File: config.mk
export PLATFORM = sky130hd
export DESIGN_NAME = darksoc_dbgio
export DESIGN_NICKNAME = d
export VERILOG_FILES = /design/src/rtl/darksoc_dbgio.sv
export SDC_FILE = /design/constraint.sdc
export NUM_CORES = 1
export LEC_CHECK = 0
export BUFFER_PORTS_ARGS = -buffer_cell sky130_fd_sc_hd__buf_2
export CAP_MARGIN = 0
export CORE_MARGIN = 2
export CORE_UTILIZATION = 40
export CTS_CLUSTER_DIAMETER = 80
export DETAILED_ROUTE_END_ITERATION = 8
export PLACE_DENSITY_LB_ADDON = 0.08
export SETUP_SLACK_MARGIN = 0.3
export SYNTH_ARGS = -nofsm -noshare
export SYNTH_HDL_FRONTEND = slang
export SYNTH_SLANG_ARGS = --single-unit
File: constraint.sdc
create_clock -name XCLK -period 2.6 [get_ports XCLK]
set_clock_uncertainty 0.15 [all_clocks]
set_input_delay 0.52 -clock XCLK [delete_from_list [all_inputs] [get_ports XCLK]]
set_output_delay 0.52 -clock XCLK [all_outputs]
set_load 0.02 [all_outputs]
File: src/rtl/darksoc_dbgio.sv
// Debug I/O block for the darksoc core: debug words, LEDs, free-running cycle
// counter and a byte mailbox FIFO drained by the bench, on a 1-cycle-ack bus.
module darksoc_dbgio #(
  parameter int unsigned MBX_DEPTH = 4
) (
  input  logic             XCLK,
  input  logic             XRES,
  input  logic             REQ,
  input  logic             WR,
  input  logic [4:0]       ADDR,
  input  logic [3:0]       BE,
  input  logic [31:0]      WDATA,
  output logic [31:0]      RDATA,
  output logic             ACK,
  output logic [3:0][31:0] DEBUG,
  output logic [3:0]       LED,
  output logic             MBX_VALID,
  output logic [7:0]       MBX_DATA,
  input  logic             MBX_READY
);

  localparam int unsigned PW = (MBX_DEPTH > 1) ? $clog2(MBX_DEPTH) : 1;
  localparam int unsigned CW = PW + 1;

  localparam logic [2:0] IDX_LED   = 3'd4;
  localparam logic [2:0] IDX_CYCLE = 3'd5;
  localparam logic [2:0] IDX_MBX   = 3'd6;

  logic [31:0]   cycle;
  logic          ovf;
  logic [7:0]    mem [MBX_DEPTH];
  logic [PW-1:0] wr_ptr;
  logic [PW-1:0] rd_ptr;
  logic [CW-1:0] count;

  logic          accept;
  logic          wr_acc;
  logic          rd_acc;
  logic [2:0]    idx;
  logic          full;
  logic          empty;
  logic          pop;
  logic          push_req;
  logic          push;
  logic          ovf_evt;
  logic [31:0]   status;
  logic [31:0]   rd_mux;
  logic [CW-1:0] next_count;
  logic [PW-1:0] next_rd;
  logic [7:0]    next_head;

  // Byte-lane address bits carry no meaning on this word-oriented bus.
  wire unused_addr = &{1'b0, ADDR[1:0]};

  // Request decode and mailbox control.
  always_comb begin
    idx        = ADDR[4:2];
    accept     = XRES & REQ & ~ACK;
    wr_acc     = accept & WR;
    rd_acc     = accept & ~WR;
    full       = (count == CW'(MBX_DEPTH));
    empty      = (count == '0);
    pop        = MBX_VALID & MBX_READY;
    push_req   = wr_acc & (idx == IDX_MBX) & BE[0];
    push       = push_req & (~full | pop);
    ovf_evt    = push_req & full & ~pop;
    status     = {23'd0, ovf, 4'(count), 2'b00, empty, full};
    next_count = count;
    if (push && !pop) next_count = count + CW'(1);
    if (pop && !push) next_count = count - CW'(1);
    next_rd    = pop ? rd_ptr + PW'(1) : rd_ptr;
    // A byte pushed into the slot that becomes head bypasses the array.
    next_head  = (push && (wr_ptr == next_rd)) ? WDATA[7:0] : mem[next_rd];
  end

  // Read data mux; CYCLE reports the count including the acceptance edge.
  always_comb begin
    rd_mux = 32'd0;
    case (idx)
      3'd0, 3'd1, 3'd2, 3'd3: rd_mux = DEBUG[idx[1:0]];
      IDX_LED:                rd_mux = {28'd0, LED};
      IDX_CYCLE:              rd_mux = cycle + 32'd1;
      IDX_MBX:                rd_mux = status;
      default:                rd_mux = 32'd0;
    endcase
  end

  always_ff @(posedge XCLK) begin
    if (!XRES) begin
      ACK       <= 1'b0;
      RDATA     <= 32'd0;
      DEBUG     <= '0;
      LED       <= 4'd0;
      cycle     <= 32'd0;
      ovf       <= 1'b0;
      wr_ptr    <= '0;
      rd_ptr    <= '0;
      count     <= '0;
      MBX_VALID <= 1'b0;
      MBX_DATA  <= 8'd0;
    end else begin
      ACK   <= accept;
      RDATA <= rd_acc ? rd_mux : 32'd0;
      cycle <= cycle + 32'd1;
      if (wr_acc && (idx < IDX_LED)) begin
        for (int b = 0; b < 4; b++) begin
          if (BE[b]) DEBUG[idx[1:0]][b*8 +: 8] <= WDATA[b*8 +: 8];
        end
      end
      if (wr_acc && (idx == IDX_LED) && BE[0]) LED <= WDATA[3:0];
      // Overflow on the clearing edge keeps the flag set.
      if (ovf_evt) ovf <= 1'b1;
      else if (rd_acc && (idx == IDX_MBX)) ovf <= 1'b0;
      if (push) wr_ptr <= wr_ptr + PW'(1);
      rd_ptr    <= next_rd;
      count     <= next_count;
      MBX_VALID <= (next_count != '0);
      MBX_DATA  <= (next_count != '0) ? next_head : 8'd0;
    end
  end

  // Mailbox storage; contents need no reset since count gates visibility.
  always_ff @(posedge XCLK) begin
    if (push) mem[wr_ptr] <= WDATA[7:0];
  end

endmodule

# ---- Word level (Yosys, flattened, before mapping)
# Memories as Yosys holds them, arrays and structs flattened. A register that Yosys moved wholly into a read port is not among the register bits.
# Cells that the tools add are included.
dict set report totals {
  ff_bits 206
  ram_bits 32
  n_memories 1
}
dict set report classes {
  n_addsub 5
  order_cmp 3
  eq_ne 7
  muxes 32
  n_bitwise 15
  reduce_logical 17
}
# memory words word_bits rd rd_clocked_by_memory_dff wr line_no
set memory_table {}
lappend memory_table {mem 4 8 1 1 1 31} ;# logic [7:0] mem [MBX_DEPTH];
# operator count
set ops {}
lappend ops {{two-way mux 128 bit} 10}
lappend ops {{bitwise mux 128 bit} 4}
lappend ops {{demux 32 bit (select 2 bit)} 4}
lappend ops {{case mux 32 bit (4 select lines)} 1}
lappend ops {{binary-select mux 32 bit (select 2 bit)} 1}
lappend ops {{two-way mux 32 bit} 2}
lappend ops {{adder 32 x 1 -> 32 bit, second input constant} 1}
lappend ops {{two-way mux 24 bit} 1}
lappend ops {{two-way mux 16 bit} 1}
lappend ops {{equality test 3 bit, second input constant} 4}
lappend ops {{bitwise AND 1 bit} 10}
lappend ops {{two-way mux 8 bit} 1}
lappend ops {{logical AND 1 bit} 7}
lappend ops {{equality test 3 x 2 -> 1 bit, second input constant} 2}
lappend ops {{zero test 3 bit} 2}
lappend ops {{two-way mux 3 bit} 2}
lappend ops {{adder 2 x 1 -> 2 bit, second input constant} 2}
lappend ops {{two-way mux 1 bit} 4}
lappend ops {{NOT 1 bit} 4}
lappend ops {{AND reduction 2 bit} 2}
lappend ops {{OR reduction 4 bit} 1}
lappend ops {{adder 3 x 1 -> 3 bit, second input constant} 1}
lappend ops {{equality test 3 x 1 -> 1 bit, second input constant} 1}
lappend ops {{zero test 1 bit} 3}
lappend ops {{other kinds (8)} 8}

# ---- Longest topological paths before layout
# Gate-level depths: netlist (run 1).
dict set report logic_depth {
  depth_word 18
  depth_mapped 8
}

# ---- Worst setup path after synthesis (run 1)
# No wires, ideal clock.
dict set report synth_timing {
  kind {input -> register}
  startpoint {input port ADDR[2]}
  endpoint {memory mem[0][0], enable pin}
  t_arrival_ns 1.589
  slack_ns 0.530
  cell_stages 4
  path_cell_list {buf_6 > nand4b_4 > a311oi_4 > and2_1}
}
dict set report synth_via {
  elab_chain_len 6
}
# item line_no
set synth_rtl {}
lappend synth_rtl {{from (decl)} 10} ;# input logic [4:0] ADDR,
lappend synth_rtl {{equality test 3 bit} 64} ;# push_req = wr_acc & (idx == IDX_MBX) & BE[0];
lappend synth_rtl {{bitwise AND 1 bit (2 in a row)} 64}
lappend synth_rtl {{bitwise AND 1 bit} 65} ;# push = push_req & (~full | pop);
lappend synth_rtl {{two-way mux 1 bit} 124} ;# if (push) mem[wr_ptr] <= WDATA[7:0];
lappend synth_rtl {{two-way mux 1 bit (not written as such)} 124}
lappend synth_rtl {{to (decl)} 31}
# No other way between the ends.

# ---- Final worst setup path (run 1)
dict set report layout_timing {
  startpoint {register cycle[0]}
  endpoint {register RDATA[10]}
}
dict set report layout_via {
  elab_chain_len 2
}
# item line_no
set layout_rtl {}
lappend layout_rtl {{from (decl)} 29} ;# logic [31:0] cycle;
lappend layout_rtl {{from (signal assigned)} 104} ;# cycle <= cycle + 32'd1;
lappend layout_rtl {{adder 32 x 1 -> 32 bit} 82} ;# IDX_CYCLE: rd_mux = cycle + 32'd1;
lappend layout_rtl {{case mux 32 bit (4 select lines)} 79} ;# case (idx)
lappend layout_rtl {{to (signal assigned)} 103} ;# RDATA <= rd_acc ? rd_mux : 32'd0;
lappend layout_rtl {{to (decl)} 13} ;# output logic [31:0] RDATA,
# No other way between the ends.
# A chain may end at the register's enable or synchronous reset.

==> reports/metrics.cfg, run 1 <==
[logic_synthesis]
synth_flop_cell=dfxtp_1
syn-num-nets=1118
synth_compound_area_share_pct=12.8
ys_ff_latch=246
syn_avg_cell_area_sq_um=10.3
synth_xor_area_share_pct=3.08
synth_common_cells=dfxtp_1 (214), nand2_1 (156), nand3_1 (117)
synth-simple-area-share_pct=21.0
synth_top_area_cell=dfxtp_1
synth_top_family_by_area=simple AND/OR/NAND/NOR gates
ys_seq_area_share_pct=47.9
ys_types=69
synthArstFlopShare_pct=0
synthCells=1064
synth-adder-area-share_pct=0.914
muxShareOfSynthArea_pct=10.8
yosys_warnings=0
synth_top_cell_area_share_pct=39.1
synth_area_leaders=dfxtp_1 (39%), edfxtp_1 (8.8%), mux4_2 (6.6%), nand2_1 (5.3%), nand3_1 (5.3%)
yosysMostFrequentCell=dfxtp_1
synth_edf_count=32
mappedNetlistArea_sq_um=11000

[timing]
maxSlewViolCount=0
hold_viol_final=0
worst_slew_pin_slew_ns=0.824
layout_min_cycle_time_ns=2.14
setup_tns_ns=0
clock.fmax_mhz=468
rsz0062_at_grt=false
hold_slack_ns=0.118
relSlewSlack_pct=44.9
timing.final.ws_setup_ns=0.462
setup_violations=0
post-route-period-util_pct=82.2

[floorplanning]
die-width_microns=169
die_y_microns=169
placement_rows=60
initial_utilization_pct=40.6
core_area_sq_um=27000
ioPinCount=220
die_area_sq_um=28700

[critical_path]
start_kind=flop
crit_chain=ha_1 -> nand4_1 -> buf_4 -> nor2_1 -> nand2_1 -> xor2_1 -> o21ai_0
critPathMaxFanout=4
criticalPathCategory=flop to flop
cp.required_ns=2.86
critPathSlowestCell=dfxtp_1
cp_data_arrival_time_ns=2.40
path_buf_inv=1
max_stage_delay_ns=0.40
critPathTopFamily=simple AND/OR/NAND/NOR gates
end_kind=flop

[global_routing]
globalRouteTotalUtil_pct=22.0
use_met2_pct=33.8
grt_pass1_wl_microns=49400
grt_start_max_net_pins=89
gr-total-overflow=0
grt_pass1_vias=8451
antenna_found_initial=4
grtUsageMet1_pct=31.2
met3_usage_pct=4.85
top_usage_layer=met2

[power_and_ir_drop]
powerDensity_nw_per_um2=652
p_leak_nw=5.49
power.total_mw=8.69
ir_drop_uv=364

[detailed_routing]
drc=0
antenna_left=0
wl_microns=32300
drt_pass1_iterations=6
wl_per_cell_microns=19.7
vias_per_cell=5.30
via_count=8690
drtIter0Drc=488

[job]
maxCapViolations=0

[hold_path]
hold_path.class=input port to flop

[cts]
clk_latency_ns=0.54
clk_pin_slew_ns=0.06
clock_path_buffers=3
cts_tree=built
h-tree-depth=1
cts_sinks=246
numCtsBuffers=28
root_buffer=clkbuf_16

[placement]
io_buffer_count=217
gp_congestion=0.842
pre_cts_slack_ns=0.0383
placed_cells_incl_taps=1586
place_area_sq_um=12400
hpwl_microns=22600

[cells_and_area]
stdcell_count=1640
drive_gt1_share_pct=28.7
final_core_utilization_pct=49.4
fillCellCount=2551
final_nets=1330
fin_area_sq_um=13300
area_delta_synth_final_pct=21.6

[run_status]
status=finished clean

-- routing by layer --
layer,vias up,share of wire (%)
met4,4,2.4
met2,233,45
met3,50,7.0
met5,-,0.059
li1,4205,-
met1,4198,46
-- sequential cells by signal, indices dropped and copies added, names as in the netlist --
signal / cells
MBX_DATA: 8
mem: 32
ovf: 1
DEBUG: 128
cycle: 32
ACK: 1
count: 3
rd_ptr: 2
MBX_VALID: 1
LED: 4
wr_ptr: 2
RDATA: 32
-- layout by cell type (no fill, tap or decap), types with 27 or more instances in the layout --
master | Yosys | routed
a21boi_0 | 76 | 76
buf_2 | 12 | 216
buf_4 | 15 | 31
clkbuf_16 | 0 | 29
dfxtp_1 | 214 | 212
edfxtp_1 | 32 | 32
mux2i_1 | 46 | 46
mux4_2 | 32 | 32
nand2_1 | 156 | 156
nand3_1 | 117 | 117
nor2b_1 | 62 | 61
xor2_1 | 27 | 27
-- timing repair --
| item | in CTS | in global routing |
|---|---|---|
| setup buffers | 0 | 1 |
| hold buffers | 0 | 0 |
| cloned | 0 | 0 |
| pin swaps | 0 | 2 |
| resized for setup | 1 | 3 |
| setup endpoints to repair | 8 | 44 |
-- worst register-to-register path, cell delays in order (launching register included) --
cell and delay (ns):
dfxtp_1 0.40, ha_1 0.24, nand4_1 0.24, buf_4 0.23, nor2_1 0.19, nand2_1 0.10
xor2_1 0.16, o21ai_0 0.32
-- cell families after synthesis --
family | count (synthesis)
compound gates | 182
xor+xnor | 37
fa+ha+maj | 8
buf+inv | 78
flops | 246
mux | 78
simple gates | 435
-- final cells by class --
type,count,area [sq um],share of cell area [%]
multi-input combinational,740,5340,40.1
sequential,246,5250,39.4
timing repair buffer,250,1370,10.3
clock buffer,46,870,6.53
tap,341,427,3.20
inverter,10,37.5,0.282
clock inverter,5,27.5,0.207
antenna,2,5.00,0.0376
-- power by group --
| part | switching (mW) | internal, mW | leakage [nW] | total, mW |
|---|---|---|---|---|
| clock network | 1.57 | 2.26 | 0.441 | 3.83 |
| registers | 0.0704 | 3.92 | 2.01 | 3.99 |
| logic | 0.510 | 0.363 | 3.04 | 0.873 |
-- final timing paths --
| check | start | endpoint | slack [ns] | cells past startpoint |
|---|---|---|---|---|
| worst min-delay path | WDATA[21] | DEBUG[53] | 0.12 | 3 |
| worst max register to register | cycle[0] | RDATA[10] | 0.46 | 7 |
| worst min register to register | ovf | ovf | 0.31 | 2 |
| worst max-delay path | cycle[0] | RDATA[10] | 0.46 | 7 |
Power figures use the tool's default switching activity.
==> run 2: changes to the inputs <==
==> constraint.sdc (replaced) <==
create_clock -name XCLK -period 1.75 [get_ports XCLK]
set_clock_uncertainty 0.15 [all_clocks]
set_input_delay 0.35 -clock XCLK [delete_from_list [all_inputs] [get_ports XCLK]]
set_output_delay 0.35 -clock XCLK [all_outputs]
set_load 0.02 [all_outputs]
==> run 2 against run 1 <==
Against the previous run:
- the flow now finishes with violations (setup timing)
- via count up 16%
- total power rose by 58%
- critical path type unchanged
- fmax rose by 12%
- sequential cell count unchanged
- worst setup slack worse by 0.62 ns
- critical path depth is the same
- final area is 41% higher
- largest cell class unchanged
- sequential share of layout area is 10 points lower
==> reports/metrics.cfg, run 2 (same netlist as run 1, synthesis figures left out) <==
[cts]
root_buffer=clkbuf_16
clk_pin_slew_ns=0.06  ; about the same
clk_latency_ns=0.55  ; about the same
cts_sinks=246  ; unchanged
h-tree-depth=1  ; unchanged
clock_path_buffers=3  ; unchanged
numCtsBuffers=28  ; unchanged
cts_tree=built

[detailed_routing]
antenna_left=0  ; unchanged
wl_met1_microns=16800  ; +13%
top_layer_used=met5
vias_per_cell=5.35  ; +0.88%
via_count=10100  ; +16%
drc=0  ; unchanged
met2WireLength_microns=18700  ; +29%
wl_per_cell_microns=20.4  ; +3.8%
dr_wl_met3_microns=1940  ; -14%
drtIter0Drc=647  ; +33%
drt_pass1_iterations=5  ; -1
wl_microns=38400  ; +19%

[floorplanning]
die_area_sq_um=28700  ; unchanged
core_area_sq_um=27000  ; unchanged
die_y_microns=169  ; unchanged
ioPinCount=220  ; unchanged
initial_utilization_pct=40.6  ; unchanged
die-width_microns=169  ; unchanged
placement_rows=60  ; unchanged

[placement]
placed_cells_incl_taps=1658  ; +4.5%
pre_cts_slack_ns=-0.284  ; -0.322 ns
io_buffer_count=217  ; unchanged
place_area_sq_um=13600  ; +9.8%
hpwl_microns=24000  ; +6.0%
gp_congestion=0.839  ; -0.39%

[timing]
layout_min_cycle_time_ns=1.91  ; -0.233 ns
maxSlewViolCount=0  ; unchanged
setup_violations=134  ; +134
rsz0062_at_grt=true
post-route-period-util_pct=109  ; +27 points
timing.final.ws_setup_ns=-0.155  ; -0.617 ns
hold_viol_final=0  ; unchanged
worst_slew_pin_slew_ns=0.528  ; -0.297 ns
hold_slack_ns=0.0133  ; -0.105 ns
relSlewSlack_pct=64.1  ; +19 points
clock.fmax_mhz=525  ; +12%

[global_routing]
grt_pass1_wl_microns=56200  ; +14%
globalRouteTotalUtil_pct=25.0  ; +3.0 points
antenna_found_initial=5  ; +1
gr-total-overflow=0  ; unchanged
grt_pass1_vias=9811  ; +16%
grt_start_max_net_pins=114  ; +28%

[cells_and_area]
layout_commonest_cell=buf_6
area_delta_synth_final_pct=72.0
regMostFlops=DEBUG
stdcell_count=1881  ; +15%
largest_reg_flops=128  ; unchanged
drive_gt1_share_pct=66.4  ; +38 points
layout_common_cells=buf_6 (185), buf_4 (177), dfxtp_2 (161), nand2_1 (87), nand3_2 (78)
final_nets=1571  ; +18%
fin_area_sq_um=18800  ; +41%

[critical_path]
end_kind=flop
start_kind=flop
criticalPathCategory=flop to flop
cp.required_ns=2.08  ; -0.78 ns
critPathMaxFanout=5  ; +1
cp_data_arrival_time_ns=2.24  ; -0.16 ns

[power_and_ir_drop]
p_leak_nw=7.43  ; +35%
ir_drop_uv=532  ; +46%
powerDensity_nw_per_um2=729  ; +12%
power.total_mw=13.7  ; +58%

[job]
maxCapViolations=0  ; unchanged

[hold_path]
hold_path.class=input port to flop

[run_status]
status=finished with violations
failed_checks=setup timing

[run 2: cell types whose count changed in the layout (fill, tap and decap cells not counted), moves of 46 or more]
cell,change
nand2_2,+46
nand3_2,+76
buf_2,-159
nand3_1,-97
dfxtp_2,+159
nand2_1,-69
a21boi_0,-76
buf_4,+146
a21boi_1,+46
dfxtp_1,-172
buf_6,+185
[run 2: worst max-delay path, cell delays in order, from the launching register on]
cell	delay, ns
dfxtp_4	0.34
inv_2	0.04
ha_4	0.15
a22oi_2	0.20
nand4_1	0.25
o21a_4	0.22
o221ai_4	0.28
o211a_1	0.20
[run 2: layout make-up]
type,instances,area (sq um)
Fill cell,1867,8110
Sequential cell,246,5500
Timing Repair Buffer,489,4900
Inverter,10,37.5
Clock buffer,36,782
Clock inverter,14,120
Antenna cell,3,7.51
Tap cell,341,427
Multi-Input combinational cell,742,7070
[run 2: repair_timing]
item | 4_1_cts | 5_1_grt
hold buffers | 24 | 0
gates resized for setup | 409 | 393
buffers inserted | 94 | 41
pin swaps | 168 | 95
endpoints found under the hold margin | 94 | 0
cloned | 7 | 4
setup endpoints to repair | 404 | 412
[run 2: where the power goes]
group	leakage, nW	switching (mW)	internal, mW
registers	2.11	0.0712	5.81
clock network	0.444	2.39	3.42
logic	4.88	1.07	0.973
[run 2: path summary, 6_finish.rpt]
check	start	slack (ns)	cells after the start	endpoint
worst min-delay path	WDATA[1]	0.01	3	DEBUG[65]
worst max-delay path	count[0]	-0.16	7	MBX_DATA[7]
worst min register to register	DEBUG[84]	0.32	2	DEBUG[84]
worst max register to register	count[0]	-0.16	7	MBX_DATA[7]
[run 2: routing by layer]
layer | GRT usage, % | vias up
li1 | - | 4708
met1 | 34.8 | 5008
met5 | 0 | -
met2 | 40.4 | 266
met4 | 6.99 | 4
met3 | 4.10 | 69
[run 2: through the flow]
stage / utilization (%) / TNS, ns
after floorplan: - / -1.76
after global placement: 50.5 / -33.83
after detailed placement: 50.5 / -34.96
after CTS: 63.4 / -3.88
after global routing: 69.9 / -14.62
final: 69.9 / -6.20
